$ cat src/rtl/game_state_ctrl.sv
// game_state_ctrl: frame-synchronous game sequencer.
// Tracks the game phase (INIT, START, PLAY, HIT, GAME_OVER) and the lives
// counter. Freezes and re-homes the player object, and selects which RGB
// layer is shown for each pixel.
// Optional build macro: HIT_BLINK_EN. When defined, the object blinks
// (8 frames on, 8 frames off) while in HIT.
module game_state_ctrl #(
    parameter int unsigned LIVES      = 3,    // 1..7
    parameter int unsigned HIT_FRAMES = 60,   // 1..255
    parameter int unsigned GO_FRAMES  = 120   // 1..255
) (
    input  logic       clk,
    input  logic       reset,
    input  logic       pixel_tick,
    input  logic [9:0] x,
    input  logic [9:0] y,
    input  logic       video_on,
    input  logic       up,
    input  logic       down,
    input  logic       left,
    input  logic       right,
    input  logic       collision,
    input  logic       object_on,
    input  logic       overlay_on,
    output logic [2:0] state,
    output logic [2:0] lives,
    output logic       object_reset,
    output logic       freeze,
    output logic       frame_tick,
    output logic [1:0] rgb_sel
);

    typedef enum logic [2:0] {
        S_INIT  = 3'd0,
        S_START = 3'd1,
        S_PLAY  = 3'd2,
        S_HIT   = 3'd3,
        S_GO    = 3'd4
    } state_t;

    localparam logic [2:0] LIVES_INIT = 3'(LIVES);
    localparam logic [7:0] HIT_LAST   = 8'(HIT_FRAMES - 1);
    localparam logic [7:0] GO_LAST    = 8'(GO_FRAMES);

    // rgb_sel encodings
    localparam logic [1:0] SEL_BLACK   = 2'd0;
    localparam logic [1:0] SEL_BG      = 2'd1;
    localparam logic [1:0] SEL_OBJECT  = 2'd2;
    localparam logic [1:0] SEL_OVERLAY = 2'd3;

    state_t     state_q, state_d;
    logic [2:0] lives_q, lives_d;
    logic       obj_rst_q, obj_rst_d;
    logic       armed_q, armed_d;
    logic       hit_pending_q, hit_pending_d;
    logic [7:0] frame_cnt_q, frame_cnt_d;

    logic any_key;
    logic press;
    logic hit_now;
    logic state_chg;
    logic key_phase;
    logic obj_vis;

    // Frame boundary: first pixel of the first blanking line.
    assign frame_tick = pixel_tick && (x == 10'd0) && (y == 10'd480);

    assign any_key = up | down | left | right;
    // A press needs the keys to have been seen released since the last
    // accepted/discarded press or since entering a key-waiting phase.
    assign press   = armed_q & any_key;
    // A collision that lands on the frame_tick clk itself still counts.
    assign hit_now = hit_pending_q | collision;
    assign key_phase = (state_q == S_START) || (state_q == S_GO);

    // Next-state, lives and object re-home pulse.
    always_comb begin
        state_d   = state_q;
        lives_d   = lives_q;
        obj_rst_d = 1'b0;
        unique case (state_q)
            S_INIT: begin
                if (frame_tick) state_d = S_START;
            end
            S_START: begin
                // Only a press leaves START, so a coincident frame_tick
                // cannot pre-empt it.
                if (press) begin
                    state_d   = S_PLAY;
                    lives_d   = LIVES_INIT;
                    obj_rst_d = 1'b1;
                end
            end
            S_PLAY: begin
                if (frame_tick && hit_now) begin
                    lives_d = lives_q - 3'd1;
                    state_d = (lives_q <= 3'd1) ? S_GO : S_HIT;
                end
            end
            S_HIT: begin
                // Collisions are ignored here; recovery is purely timed.
                if (frame_tick && (frame_cnt_q == HIT_LAST)) state_d = S_PLAY;
            end
            S_GO: begin
                if (press && (frame_cnt_q == GO_LAST)) state_d = S_START;
            end
            default: begin
                state_d = S_INIT;
            end
        endcase
    end

    assign state_chg = (state_d != state_q);

    // Key arming: re-armed by any all-released clk, consumed by presses in
    // the key-waiting phases, and forced clear on entry to those phases so
    // a key held across the transition does not count.
    always_comb begin
        armed_d = armed_q;
        if (!any_key) begin
            armed_d = 1'b1;
        end else if (press && key_phase) begin
            armed_d = 1'b0;
        end
        if (state_chg && ((state_d == S_START) || (state_d == S_GO))) begin
            armed_d = 1'b0;
        end
    end

    // Collision latch: remembers a mid-frame collision until the next
    // frame boundary, where it is evaluated and dropped.
    always_comb begin
        hit_pending_d = hit_pending_q;
        if (frame_tick) begin
            hit_pending_d = 1'b0;
        end else if ((state_q == S_PLAY) && collision) begin
            hit_pending_d = 1'b1;
        end
    end

    // Frame counter: restarts on every phase change, counts frames in HIT
    // and GAME_OVER, and holds at GO_FRAMES in GAME_OVER.
    always_comb begin
        frame_cnt_d = frame_cnt_q;
        if (state_chg) begin
            frame_cnt_d = 8'd0;
        end else if (frame_tick && (state_q == S_HIT)) begin
            frame_cnt_d = frame_cnt_q + 8'd1;
        end else if (frame_tick && (state_q == S_GO) && (frame_cnt_q < GO_LAST)) begin
            frame_cnt_d = frame_cnt_q + 8'd1;
        end
    end

    // State registers with asynchronous reset back to INIT.
    always_ff @(posedge clk or posedge reset) begin
        if (reset) begin
            state_q       <= S_INIT;
            lives_q       <= 3'd0;
            obj_rst_q     <= 1'b0;
            armed_q       <= 1'b0;
            hit_pending_q <= 1'b0;
            frame_cnt_q   <= 8'd0;
        end else begin
            state_q       <= state_d;
            lives_q       <= lives_d;
            obj_rst_q     <= obj_rst_d;
            armed_q       <= armed_d;
            hit_pending_q <= hit_pending_d;
            frame_cnt_q   <= frame_cnt_d;
        end
    end

    // Object visibility per phase.
    always_comb begin
        obj_vis = 1'b0;
        unique case (state_q)
            S_PLAY: obj_vis = 1'b1;
`ifdef HIT_BLINK_EN
            S_HIT:  obj_vis = ~frame_cnt_q[3];
`else
            S_HIT:  obj_vis = 1'b1;
`endif
            S_GO:   obj_vis = 1'b1;
            default: obj_vis = 1'b0;
        endcase
    end

    // Layer select; zero latency from the pixel inputs.
    always_comb begin
        rgb_sel = SEL_BG;
        if (!video_on) begin
            rgb_sel = SEL_BLACK;
        end else if (overlay_on && key_phase) begin
            rgb_sel = SEL_OVERLAY;
        end else if (object_on && obj_vis) begin
            rgb_sel = SEL_OBJECT;
        end
    end

    assign state        = state_q;
    assign lives        = lives_q;
    assign object_reset = obj_rst_q;
    assign freeze       = (state_q != S_PLAY);

endmodule

$ cat config.mk
export PLATFORM = sky130hd
export DESIGN_NAME = game_state_ctrl
export DESIGN_NICKNAME = d
export VERILOG_FILES = /design/src/rtl/game_state_ctrl.sv
export SDC_FILE = /design/constraint.sdc
export NUM_CORES = 1
export LEC_CHECK = 0
export BUFFER_PORTS_ARGS = -buffer_cell sky130_fd_sc_hd__buf_4
export CORE_UTILIZATION = 40
export DETAILED_ROUTE_END_ITERATION = 10
export HOLD_SLACK_MARGIN = 0.15
export PLACE_DENSITY = 0.66
export SLEW_MARGIN = 20
export SYNTH_ARGS = -nofsm -noshare
export SYNTH_HDL_FRONTEND = slang
export SYNTH_SLANG_ARGS = --single-unit
export TNS_END_PERCENT = 20
$ cat constraint.sdc
create_clock -name clk -period 4.2 [get_ports clk]
set_input_delay 0.42 -clock clk [delete_from_list [all_inputs] [get_ports clk]]
set_output_delay 0.42 -clock clk [all_outputs]
set_load 0.02 [all_outputs]
# Yosys cells after proc, flatten, opt, wreduce, memory -nomap -nowiden
# Cells that the tools add are included.
# word_totals
reg_bits	17
latchBits	0
mem_bits_rw	0
romBits	0
input_bits	31
elab_cells	75
mem_count	0
# op_classes
add_sub_neg	2
mul	0
div	0
order_cmp	2
n_eq_ne	14
shift	0
n_mux	24
bitwise	5
reduce_logical	22
# op_table
op	n
3-bit two-way mux	8
8-bit two-way mux	3
3-bit one-hot mux with 5 select lines	1
1-bit logical AND	13
10-bit by 9-bit equality test with 1-bit output, second input constant	1
10-bit logical NOT	1
8-bit by 1-bit adder with 8-bit output, second input constant	1
8-bit by 6-bit equality test with 1-bit output, second input constant	1
8-bit by 7-bit equality test with 1-bit output, second input constant	1
8-bit by 7-bit < comparator with 1-bit output, second input constant	1
1-bit two-way mux	8
3-bit by 1-bit equality test with 1-bit output, second input constant	2
3-bit by 2-bit equality test with 1-bit output, second input constant	2
3-bit equality test, second input constant	2
2-bit two-way mux	3
3-bit one-hot mux with 2 select lines	1
2-bit inequality test, second input constant	2
1-bit OR	4
2-bit nonzero test	2
3-bit by 1-bit less-or-equal comparator with 1-bit output, second input constant	1
3-bit logical NOT	1
3-bit by 1-bit inequality test with 1-bit output, second input constant	1
3-bit by 2-bit inequality test with 1-bit output, second input constant	1
3-bit inequality test	1
other kinds (6)	7

# Logic depth before layout (Yosys ltp)
# logic_depth
depth_word	11
depth_mapped	8

# Worst setup path after synthesis
# OpenSTA, ideal clock, no wires.
# synth_path
path_type	reg-to-reg
from	register state_q[0], in the netlist state[0]
to	register frame_cnt_q[5]
t_arrival_ps	1875
t_required_ps	4081
setup_slack_ps	2206
path_stages_with_launch	8
period_less_slack_ps	1994
path_cell_list	dfrtp_1 > buf_6 > or4b_1 > a2bb2oi_2 > nor4_4 > nand3_2 > xor2_1 > nor2_2
# synth_between
elab_chain_cells	4
word_cells_on_any_way	18
# synth_rtl
item	line	text
from (decl)	51	state_t state_q, state_d;
from (signal assigned)	164	state_q <= state_d;
3-bit equality test, or another cell as far along	81, 149	
3-bit one-hot mux with 5 select lines, or another cell as far along	81	unique case (state_q)
3-bit inequality test, or another cell as far along	113	assign state_chg = (state_d != state_q);
3-bit nonzero test (no line) / 8-bit two-way mux (equally long branches)	--	
to (signal assigned)	169	frame_cnt_q <= frame_cnt_d;
to (decl)	56	logic [7:0] frame_cnt_q, frame_cnt_d;
# Parallel ways exist; a longest one is shown, timed or not.
# A chain may end at the register's enable or synchronous reset.

# Worst setup path after layout
# layout_path
from	register state_q[2], in the netlist state[2]
to	output port rgb_sel[1]
# layout_between
elab_chain_cells	7
word_cells_on_any_way	12
# layout_rtl
item	line	text
3-bit equality test / 3-bit by 2-bit equality test with 1-bit output (equally long branches)	74, 176	
3-bit OR reduction (no line)	--	
1-bit two-way mux	176	unique case (state_q)
1-bit logical AND	195	end else if (object_on && obj_vis) begin
2-bit two-way mux	195	
2-bit two-way mux (*)	193	end else if (overlay_on && key_phase) begin
2-bit two-way mux (*)	191	if (!video_on) begin
to (decl)	30	output logic [1:0] rgb_sel
# Every way passes the cells marked *; elsewhere a longest branch is shown, timed or not.

==> flow_results.org <==
** Critical path
- The endpoint identified for the worst register-to-register timing path is armed_q.
- Critical path launch point type :: register
- Data required time at the worst endpoint :: 3780 ps
- Launch point of the worst reg-to-reg path :: state[1]
- The worst setup path is captured at an output pin.
- The worst register-to-register path has a setup slack of 2100 ps.
- For the worst flop-to-flop path, the logic depth is 6.
- By startpoint and endpoint, the worst setup path is classified as register to output pin.
- Critical path fanouts, max :: 10
- In this run the worst setup path terminates at rgb_sel[1].
- Data arrives at the worst endpoint at 1730 ps.
- Tracing the worst setup path back leads to its startpoint at state[2].

** Clock tree
- The number of setup buffers added after CTS is 0.
- In this run the number of H-tree levels came out at 1.
- Counting every sink on the clock net gives 17.
- Clock Tree Buf Depth :: 2
- PostCTS Resize Cnt :: 0
- Root Driver :: clkbuf_4
- TritonCTS built the clock tree.
- Clock latency on the worst-skew pair, taken at its later pin, is 290 ps.
- Clock-pin slew was measured on the worst setup and hold paths at 110 ps.
- Buffers inserted during clock tree synthesis total 3.
- Hold-fix buffers, CTS :: 0

** STA
- Final Setup Violations :: 0
- Portion of the clock cycle consumed by the worst path in the final layout :: 51.1%
- Counting I/O delays and the setup requirement, the final critical path takes 2150 ps.
- Timing would allow up to 0.466 GHz.
- The hold violation count in the final report came to 0.
- In the post-route analysis, the smallest setup slack over all paths is 2050 ps.
- Setup TNS :: 0 ps
- For the pin with the worst max-slew slack, the measured transition is 643 ps.
- Smallest hold slack :: 199 ps
- Clock skew on the completed layout was measured at 9.01 ps.
- The max-slew violation count came to 0.
- Setup repair after global routing left no endpoint under its margin.
- Measured against its own limit, the worst slew margin works out to 57.1%.

** Logic synthesis
- Synth top area cells :: dfrtp_1 (36%), nor2_1 (5.7%), xor2_1 (4.4%)
- Among all flip-flop cells after synthesis, the most frequent one is dfrtp_1.
- Counting every net in the synthesized netlist gives 162.
- After synthesis, flip-flops and latches occupy 35.7% of the total area.
- Averaged over all synthesized cells, the footprint is 9.39 um2.
- After synthesis, the largest area contributor takes up 35.7% of total cell area.
- Of all cell types, the one taking the most synthesized area is dfrtp_1.
- Post-synthesis cell count :: 127
- The synthesized design contains 0 enable-type register cells.
- Mapped cell area :: 0.00119 mm2
- Synthesis instantiated 46 different standard cells from the library.
- In this run, synthesis produced a sequential element count of 17.
- Yosys Warn Count :: 0
- After synthesis, the share of flip-flops with an asynchronous set or reset is 100%.

** Placement
- Number of input and output port buffers inserted :: 41
- Routability-driven placement finished with a final weighted congestion of 0.820.
- HPWL after detailed placement :: 2.17 mm
- OpenSTA, run right after detailed placement, puts the worst setup slack at 1990 ps.
- Area of placed instances :: 0.00152 mm2
- The number of placed instances, taps included, is 196.

** Worst hold path
- Classification of the worst-slack hold path :: input port to asynchronous set/reset pin

** Power
- Total power per unit cell area :: 185 mW/mm2
- Peak supply drop :: 0.137 mV
- Total power of the final layout :: 286 uW
- Lkg Pwr :: 0.758 nW

** Routing
- Number of nets with antenna violations after routing :: 0
- Before antenna repair, the detailed router went through 4 iterations.
- Vias per std cell :: 5.46
- DRC violations left :: 0
- Violation count after the first detailed-route iteration :: 26
- Detailed routing inserted a total of 1092 vias.
- In the final routed layout, each cell accounts on average for 13.8 um.
- DRT Wirelength :: 2.76 mm

** Die
- Die X-Extent :: 56.6 um
- The die is 56.6 um tall.
- Boundary pin count :: 42
- Die outline area :: 0.00320 mm2
- Once the floorplan was initialized, standard cells occupied 42.9% of the core.
- In this run the core area contains 19 standard-cell rows.
- After floorplanning, the core was sized to cover 0.00278 mm2.

** Final layout
- Fill cells in the final layout number 254.
- At the end of the flow the core is filled with cells to 55.4%.
- Once layout is complete, the cells apart from fillers number 200.
- Synthesis-to-finish area growth :: 29.3%
- Final non-filler cell area :: 0.00154 mm2
- Of the cells placed in the final design, the portion with a size suffix greater than 1 is 34.9%.
- After the last flow step, the layout net total stands at 205.
- Ant. Diodes :: 0

** Global routing
- Combined global-route utilization of all metal layers :: 18.6%
- Most utilized layer in the global route result :: met2
- Global routing consumed, on the met3 layer, 2.07% of the routing resources.
- The via count of the first global-routing pass was 1095.
- Aggregate global routing overflow :: 0
- The first global-routing pass estimated 4.75 mm of wire.
- Entering global routing, the biggest net connects 18 pins.
- Number of antenna violations at the first check in global routing :: 0
- Global routing used 24.2% of the available met1 tracks.
- Global Route met2 Usage :: 32.4%

** Outcome
- Status :: completed

** Flow run
- Max-cap violation count :: 0
-- registers in the layout (all words and copies together) (netlist names) --
register       count
object_reset       1
lives              3
state              3
frame_cnt_q        8
hit_pending_q      1
armed_q            1
-- logic make-up after synthesis --
logic type,share of synthesized area [%]
compound gates,12.8
mux,0.839
simple gates,35.0
buf+inv,4.83
flops,35.7
xor+xnor,6.61
fa+ha+maj,4.20
-- cells in the mapped netlist (2+ instances only) --
cell,instances
ha_1,4
xnor2_1,3
nor4_4,2
dfrtp_1,17
nor4_1,3
nand3_1,5
nand2_1,8
nand4_1,2
inv_1,9
nor2_1,18
nor3_1,3
xor2_1,6
nor2_2,2
nor3b_1,3
and4_1,2
a32oi_1,2
o21ai_0,6
a21oi_1,4
-- layer usage --
| layer | up-vias | routed length [um] | part of all wire, % |
|---|---|---|---|
| met4 | 0 | 25 | 0.91 |
| met3 | 4 | 78 | 2.8 |
| met1 | 529 | 1230 | 45 |
| met2 | 21 | 1420 | 52 |
| li1 | 538 | - | - |
| met5 | - | 0 | 0 |
-- how the worst min path moves through the flow --
stage                             start            end  slack, ps
after floorplan                   reset        armed_q        350
after global placement    hit_pending_q  hit_pending_q        520
after detailed placement  hit_pending_q  hit_pending_q        520
after CTS                         reset   object_reset        230
after global routing              reset   object_reset        280
final                             reset   object_reset        200
-- final cells by class --
| cell class | instances | area, um2 | share of cell area, % |
|---|---|---|---|
| sequential | 17 | 425 | 27.6 |
| multi-input combinational | 98 | 709 | 46.0 |
| clock buffer | 4 | 26.3 | 1.70 |
| tap | 31 | 38.8 | 2.52 |
| timing repair buffer | 41 | 308 | 20.0 |
| inverter | 9 | 33.8 | 2.19 |
-- placed cells by master (no fill, tap or decap), types with 2 or more instances in the layout --
cell type / Yosys / routed
nor4_1: 3 / 3
nor3_1: 3 / 3
xor2_1: 6 / 6
nor2_2: 2 / 2
nand2_1: 8 / 8
and4_1: 2 / 2
ha_1: 4 / 4
nand4_1: 2 / 2
a21oi_1: 4 / 4
buf_4: 1 / 41
nand3_1: 5 / 5
clkbuf_4: 0 / 3
a32oi_1: 2 / 2
nor3b_1: 3 / 3
xnor2_1: 3 / 3
dfrtp_1: 17 / 17
nor4_4: 2 / 2
inv_1: 9 / 9
o21ai_0: 6 / 6
nor2_1: 18 / 18
-- worst max-delay path, stage by stage (launching register included) --
cell,delay [ps]
dfrtp_1,540
and2b_2,300
a22oi_1,170
o21ai_0,100
and2_1,170
buf_4,150
-- power by group --
group          switching, mW  leakage (nW)  total, mW  internal, mW
registers         0.00000807         0.232      0.164         0.164
logic                 0.0116         0.510     0.0322        0.0206
clock network         0.0530        0.0150     0.0899        0.0370
No activity file was read; power rests on OpenSTA's default activity.
